File: src/rtl/branch_predictor_btb.sv
// Direct-mapped branch target buffer with per-entry saturating direction counters.
// Lookup is combinational from the registered table; training and statistics update on the clock edge.
module branch_predictor_btb #(
    parameter int unsigned ADDR_W  = 16,
    parameter int unsigned ENTRIES = 16,
    parameter int unsigned CTR_W   = 2,
    parameter int unsigned CNT_W   = 16
) (
    input  logic              clk,
    input  logic              rst,
    input  logic [ADDR_W-1:0] lookup_pc,
    output logic              pred_hit,
    output logic              pred_taken,
    output logic [ADDR_W-1:0] pred_target,
    input  logic              upd_valid,
    input  logic [ADDR_W-1:0] upd_pc,
    input  logic              upd_taken,
    input  logic [ADDR_W-1:0] upd_target,
    input  logic              upd_mispredict,
    input  logic              inv,
    output logic [CNT_W-1:0]  branch_cnt,
    output logic [CNT_W-1:0]  mispred_cnt
);

    localparam int unsigned IDX_W = $clog2(ENTRIES);
    localparam int unsigned TAG_W = ADDR_W - 1 - IDX_W;
    localparam logic [CTR_W-1:0] CTR_MAX  = '1;
    localparam logic [CTR_W-1:0] CTR_WEAK = CTR_W'(1 << (CTR_W - 1));

    logic [ENTRIES-1:0] valid_q;
    logic [TAG_W-1:0]   tag_q    [ENTRIES];
    logic [ADDR_W-1:0]  target_q [ENTRIES];
    logic [CTR_W-1:0]   ctr_q    [ENTRIES];

    logic [IDX_W-1:0] lk_idx;
    logic [TAG_W-1:0] lk_tag;
    logic [IDX_W-1:0] up_idx;
    logic [TAG_W-1:0] up_tag;
    logic             up_hit;
    logic [CTR_W-1:0] up_ctr;

    // PC bit 0 is always zero and carries no index or tag information
    logic unused_pc_lsb;
    assign unused_pc_lsb = &{1'b0, lookup_pc[0], upd_pc[0]};

    assign lk_idx = lookup_pc[IDX_W:1];
    assign lk_tag = lookup_pc[ADDR_W-1:IDX_W+1];
    assign up_idx = upd_pc[IDX_W:1];
    assign up_tag = upd_pc[ADDR_W-1:IDX_W+1];

    // Prediction path: no bypass from the update port
    always_comb begin
        pred_hit    = valid_q[lk_idx] && (tag_q[lk_idx] == lk_tag);
        pred_taken  = pred_hit && ctr_q[lk_idx][CTR_W-1];
        pred_target = pred_taken ? target_q[lk_idx] : lookup_pc + ADDR_W'(2);
    end

    // Next counter value for a hitting update
    always_comb begin
        up_hit = valid_q[up_idx] && (tag_q[up_idx] == up_tag);
        up_ctr = ctr_q[up_idx];
        if (upd_taken) begin
            if (ctr_q[up_idx] != CTR_MAX) up_ctr = ctr_q[up_idx] + CTR_W'(1);
        end else begin
            if (ctr_q[up_idx] != '0) up_ctr = ctr_q[up_idx] - CTR_W'(1);
        end
    end

    // Table storage: reset beats invalidate, invalidate beats update
    always_ff @(posedge clk) begin
        if (rst) begin
            valid_q <= '0;
            for (int unsigned i = 0; i < ENTRIES; i++) begin
                tag_q[i]    <= '0;
                target_q[i] <= '0;
                ctr_q[i]    <= '0;
            end
        end else if (inv) begin
            valid_q <= '0;
        end else if (upd_valid) begin
            if (up_hit) begin
                ctr_q[up_idx] <= up_ctr;
                if (upd_taken) target_q[up_idx] <= upd_target;
            end else if (upd_taken) begin
                valid_q[up_idx]  <= 1'b1;
                tag_q[up_idx]    <= up_tag;
                target_q[up_idx] <= upd_target;
                ctr_q[up_idx]    <= CTR_WEAK;
            end
        end
    end

    // Saturating statistics, unaffected by invalidate
    always_ff @(posedge clk) begin
        if (rst) begin
            branch_cnt  <= '0;
            mispred_cnt <= '0;
        end else if (upd_valid) begin
            if (branch_cnt != '1) branch_cnt <= branch_cnt + CNT_W'(1);
            if (upd_mispredict && (mispred_cnt != '1)) mispred_cnt <= mispred_cnt + CNT_W'(1);
        end
    end

endmodule

File: config.mk
export PLATFORM = sky130hd
export DESIGN_NAME = branch_predictor_btb
export DESIGN_NICKNAME = d
export VERILOG_FILES = /design/src/rtl/branch_predictor_btb.sv
export SDC_FILE = /design/constraint.sdc
export NUM_CORES = 1
export LEC_CHECK = 0
export ABC_AREA = 0
export CORE_ASPECT_RATIO = 0.8
export CORE_MARGIN = 2
export CORE_UTILIZATION = 55
export DETAILED_ROUTE_END_ITERATION = 6
export GPL_TIMING_DRIVEN = 0
export PLACE_DENSITY = 0.78
export SYNTH_ARGS = -nofsm -noshare
export SYNTH_HDL_FRONTEND = slang
export SYNTH_SLANG_ARGS = --single-unit
File: constraint.sdc
create_clock -name clk -period 5 [get_ports clk]
set_input_delay 1 -clock clk [delete_from_list [all_inputs] [get_ports clk]]
set_output_delay 1 -clock clk [all_outputs]
set_load 0.01 [all_outputs]
==> flow_summary.ini <==
[outcome]
status = complete, but fails checks
violations = setup timing

[synth]
ys_seq_area_share_pct = 58.6
yosys-top-cells-area = edfxtp_1 55%, mux4_2 16%, and2_1 6.5%, nor2_1 4.0%, dfxtp_1 3.8%
synthArstFlopShare_pct = 0
synthFlopType = edfxtp_1
syn-num-nets = 1912
yosysUniqueCellTypes = 50
yosysTopAreaCellShare_pct = 54.8
ys_warn_count = 0
synth.avg_cell_area_um2 = 13.7
yosys.area.top_type = edfxtp_1
synth_edf_count = 464
ys_ff_latch = 512
synthCells = 1855
syn_area_um2 = 25400

[grt]
grt_pass1_vias = 17148
antenna_found_initial = 2
grt_overflow_total = 0
grt_first_pass_wirelength_mm = 110
grt_usage_pct = 31.8
grt_start_max_net_pins = 17

[setup_path]
crit_start = upd_pc[3]
crit_slowest_cell = clkdlybuf4s50_1
critPathLaunchType = primary input
required_ns = 5.22
worst_setup_path_end_kind = register
crit-reg2reg-launch = tag_q[1][2]
crit_arrival_ns = 5.28
worstSetupPathType = in -> reg
path_cells = clkdlybuf4s50_1, buf_4, clkbuf_4, buf_4, mux2i_1, a22oi_1, a211o_1, nand3_1, nand3_1, or4_1, buf_2, buf_6, nand2_1, nand2b_2
path_max_fanout = 11
cpPeakStageDelay_ns = 0.63

[sta]
relSlewSlack_pct = 7.45
slew_viol_final = 0
fin_crit_sh_pct = 101
setup_violations = 31
setup_ws_ns = -0.0676
fmax_ghz = 0.197
hold_viol = 0
finalCriticalPeriod_ns = 5.07
finClkSkew_ns = 0.0356
tightest_slew_ns = 1.38

[run]
drv_cap = 0

[clock_network]
clk_path_buf_depth = 3
htreeDepth = 2
cts-hold-fix-buffers = 0
cts-buffers-inserted = 52
cts_tree = built
root_buffer = clkbuf_16
clk_pin_slew_worst_paths_ns = 0.06
clk_latency_ns = 0.62
cts.sinks = 512

[drt]
routedWlPerCell_um = 28.4
first_pass_iters = 6
antenna_left = 0
drtIter0Drc = 2911
routed_wl_mm = 76.3
drt_drc_violations_left = 0
vias = 17724
vias_per_cell = 6.61

[final_layout]
final_cell_mix = 464 x edfxtp_1, 267 x nor2_1, 263 x and2_1
finish.utilization_pct = 65.1
drive_gt1_share_pct = 19.8
finalInstanceArea_um2 = 29700
nNetsFinal = 2079
final_common_cell = edfxtp_1
area_growth_pct = 16.7

[place]
port_buffers = 97
dpl-instance-area_um2 = 27200
routabilityCongestion = 0.982
hpwl_mm = 52.0

[pwr]
p_leak_nw = 10.3
p_per_area_nw_per_um2 = 338
vdd_drop_max_mv = 0.325

[floorplanning]
rows = 70
core_um2 = 45600
io_pins = 104
dieArea_um2 = 48000
die_h_um = 196
die_x_um = 244
initial_core_util_pct = 55.7

[hold_path]
worstHoldStart = valid_q[15]
hold_path.class = reg -> reg
-- cell families (layout without fill, tap and decap cells) --
group                    after synthesis  count (layout)  share of synthesized area, %
AND/OR/NAND/NOR                      791             791                          15.6
XOR/XNOR                              51              51                          1.76
AO/OA/AOI/OAI                         81              81                          2.14
flip-flops                           512             512                          58.6
adder cells (fa/ha/maj)                5               5                         0.226
multiplexers                         258             258                          19.1
buffers and inverters                157             368                          2.62
other                                  0               3                             0
-- synth_stat cells, types with 2 or more instances --
cell        n
edfxtp_1  464
nor2_1    268
and2_1    263
mux4_2    178
nand2_1   113
clkbuf_1   93
mux2i_1    58
dfxtp_1    48
nand2b_1   35
nand3_1    35
buf_2      29
xor2_1     27
xnor2_1    24
a21oi_1    22
mux2_2     21
nand4_1    17
buf_1      16
o21bai_1   16
a22oi_1    15
nor2b_1    12
inv_1      11
nor3_1     10
o21ai_0     8
and3_1      7
or3_1       7
a211oi_1    6
and4_1      6
nor3b_1     6
buf_4       5
nand2_2     4
a31oi_1     3
buf_6       3
ha_1        3
nor4_1      3
and4b_1     2
maj3_1      2
or4_1       2
-- timing repair --
| item | CTS | global route |
|---|---|---|
| gates cloned | 2 | 0 |
| setup endpoints to repair | 325 | 308 |
| resized for setup | 191 | 37 |
| buffers inserted | 9 | 5 |
| pin swaps | 7 | 5 |
-- where the power goes --
part | switching (W) | internal [W] | total (W)
clock network | 0.00167 | 0.00234 | 0.00401
logic | 0.000619 | 0.000464 | 0.00108
registers | 0.0000845 | 0.00486 | 0.00494
total | 0.00237 | 0.00767 | 0.0100
-- per-stage QoR --
stage | setup TNS [ns] | cells | setup slack (ns) | hold slack [ns] | power (W)
2_1_floorplan | 0 | 1855 | 0.264 | 0.429 | 0.00560
3_3_place_gp | -402.38 | 2564 | -2.39 | 0.440 | 0.00596
3_5_place_dp | -426.75 | 2564 | -2.51 | 0.453 | 0.00599
4_1_cts | -0.119 | 2673 | -0.0734 | 0.464 | 0.00998
5_1_grt | -0.295 | 2678 | -0.0216 | 0.483 | 0.0102
6_report | -0.728 | 2681 | -0.0676 | 0.465 | 0.0100
-- worst max-delay path: cells and delay by family --
family	cells	cell delay, ns
multiplexers	1	0.22
buffers and inverters	6	2.19
AND/OR/NAND/NOR	5	1.35
AO/OA/AOI/OAI	2	0.49
-- metal layers --
metal / part of all wire, % / wire, um / vias to the layer above / GRT usage (%)
met5: 0.13 / 98 / - / 0
met4: 3.2 / 2410 / 2 / 10.3
met3: 16 / 12300 / 217 / 11.7
met2: 43 / 32900 / 1474 / 46.1
met1: 37 / 28500 / 8843 / 45.1
li1: - / - / 7188 / -
-- final timing paths --
check,to,slack [ns],depth (start not counted)
setup / recovery,tag_q[10][6],-0.07,14
hold / removal,valid_q[15],0.47,2
setup reg to reg,tag_q[10][6],0.97,10
hold reg to reg,valid_q[15],0.47,2
-- registers in the layout, indices dropped and copies added, names as in the netlist --
| signal | count |
|---|---|
| target_q | 256 |
| valid_q | 16 |
| branch_cnt | 16 |
| mispred_cnt | 16 |
| tag_q | 176 |
| ctr_q | 32 |
-- cell type report --
class	instances	area (um2)
sequential	512	14900
buffer	146	955
timing repair buffer	113	1130
multi-input combinational	1186	10100
tap	612	766
fill	3173	15900
antenna	3	7.51
clock buffer	74	1500
inverter	11	45.0
clock inverter	24	248
No activity file was read; power rests on OpenSTA's default activity.
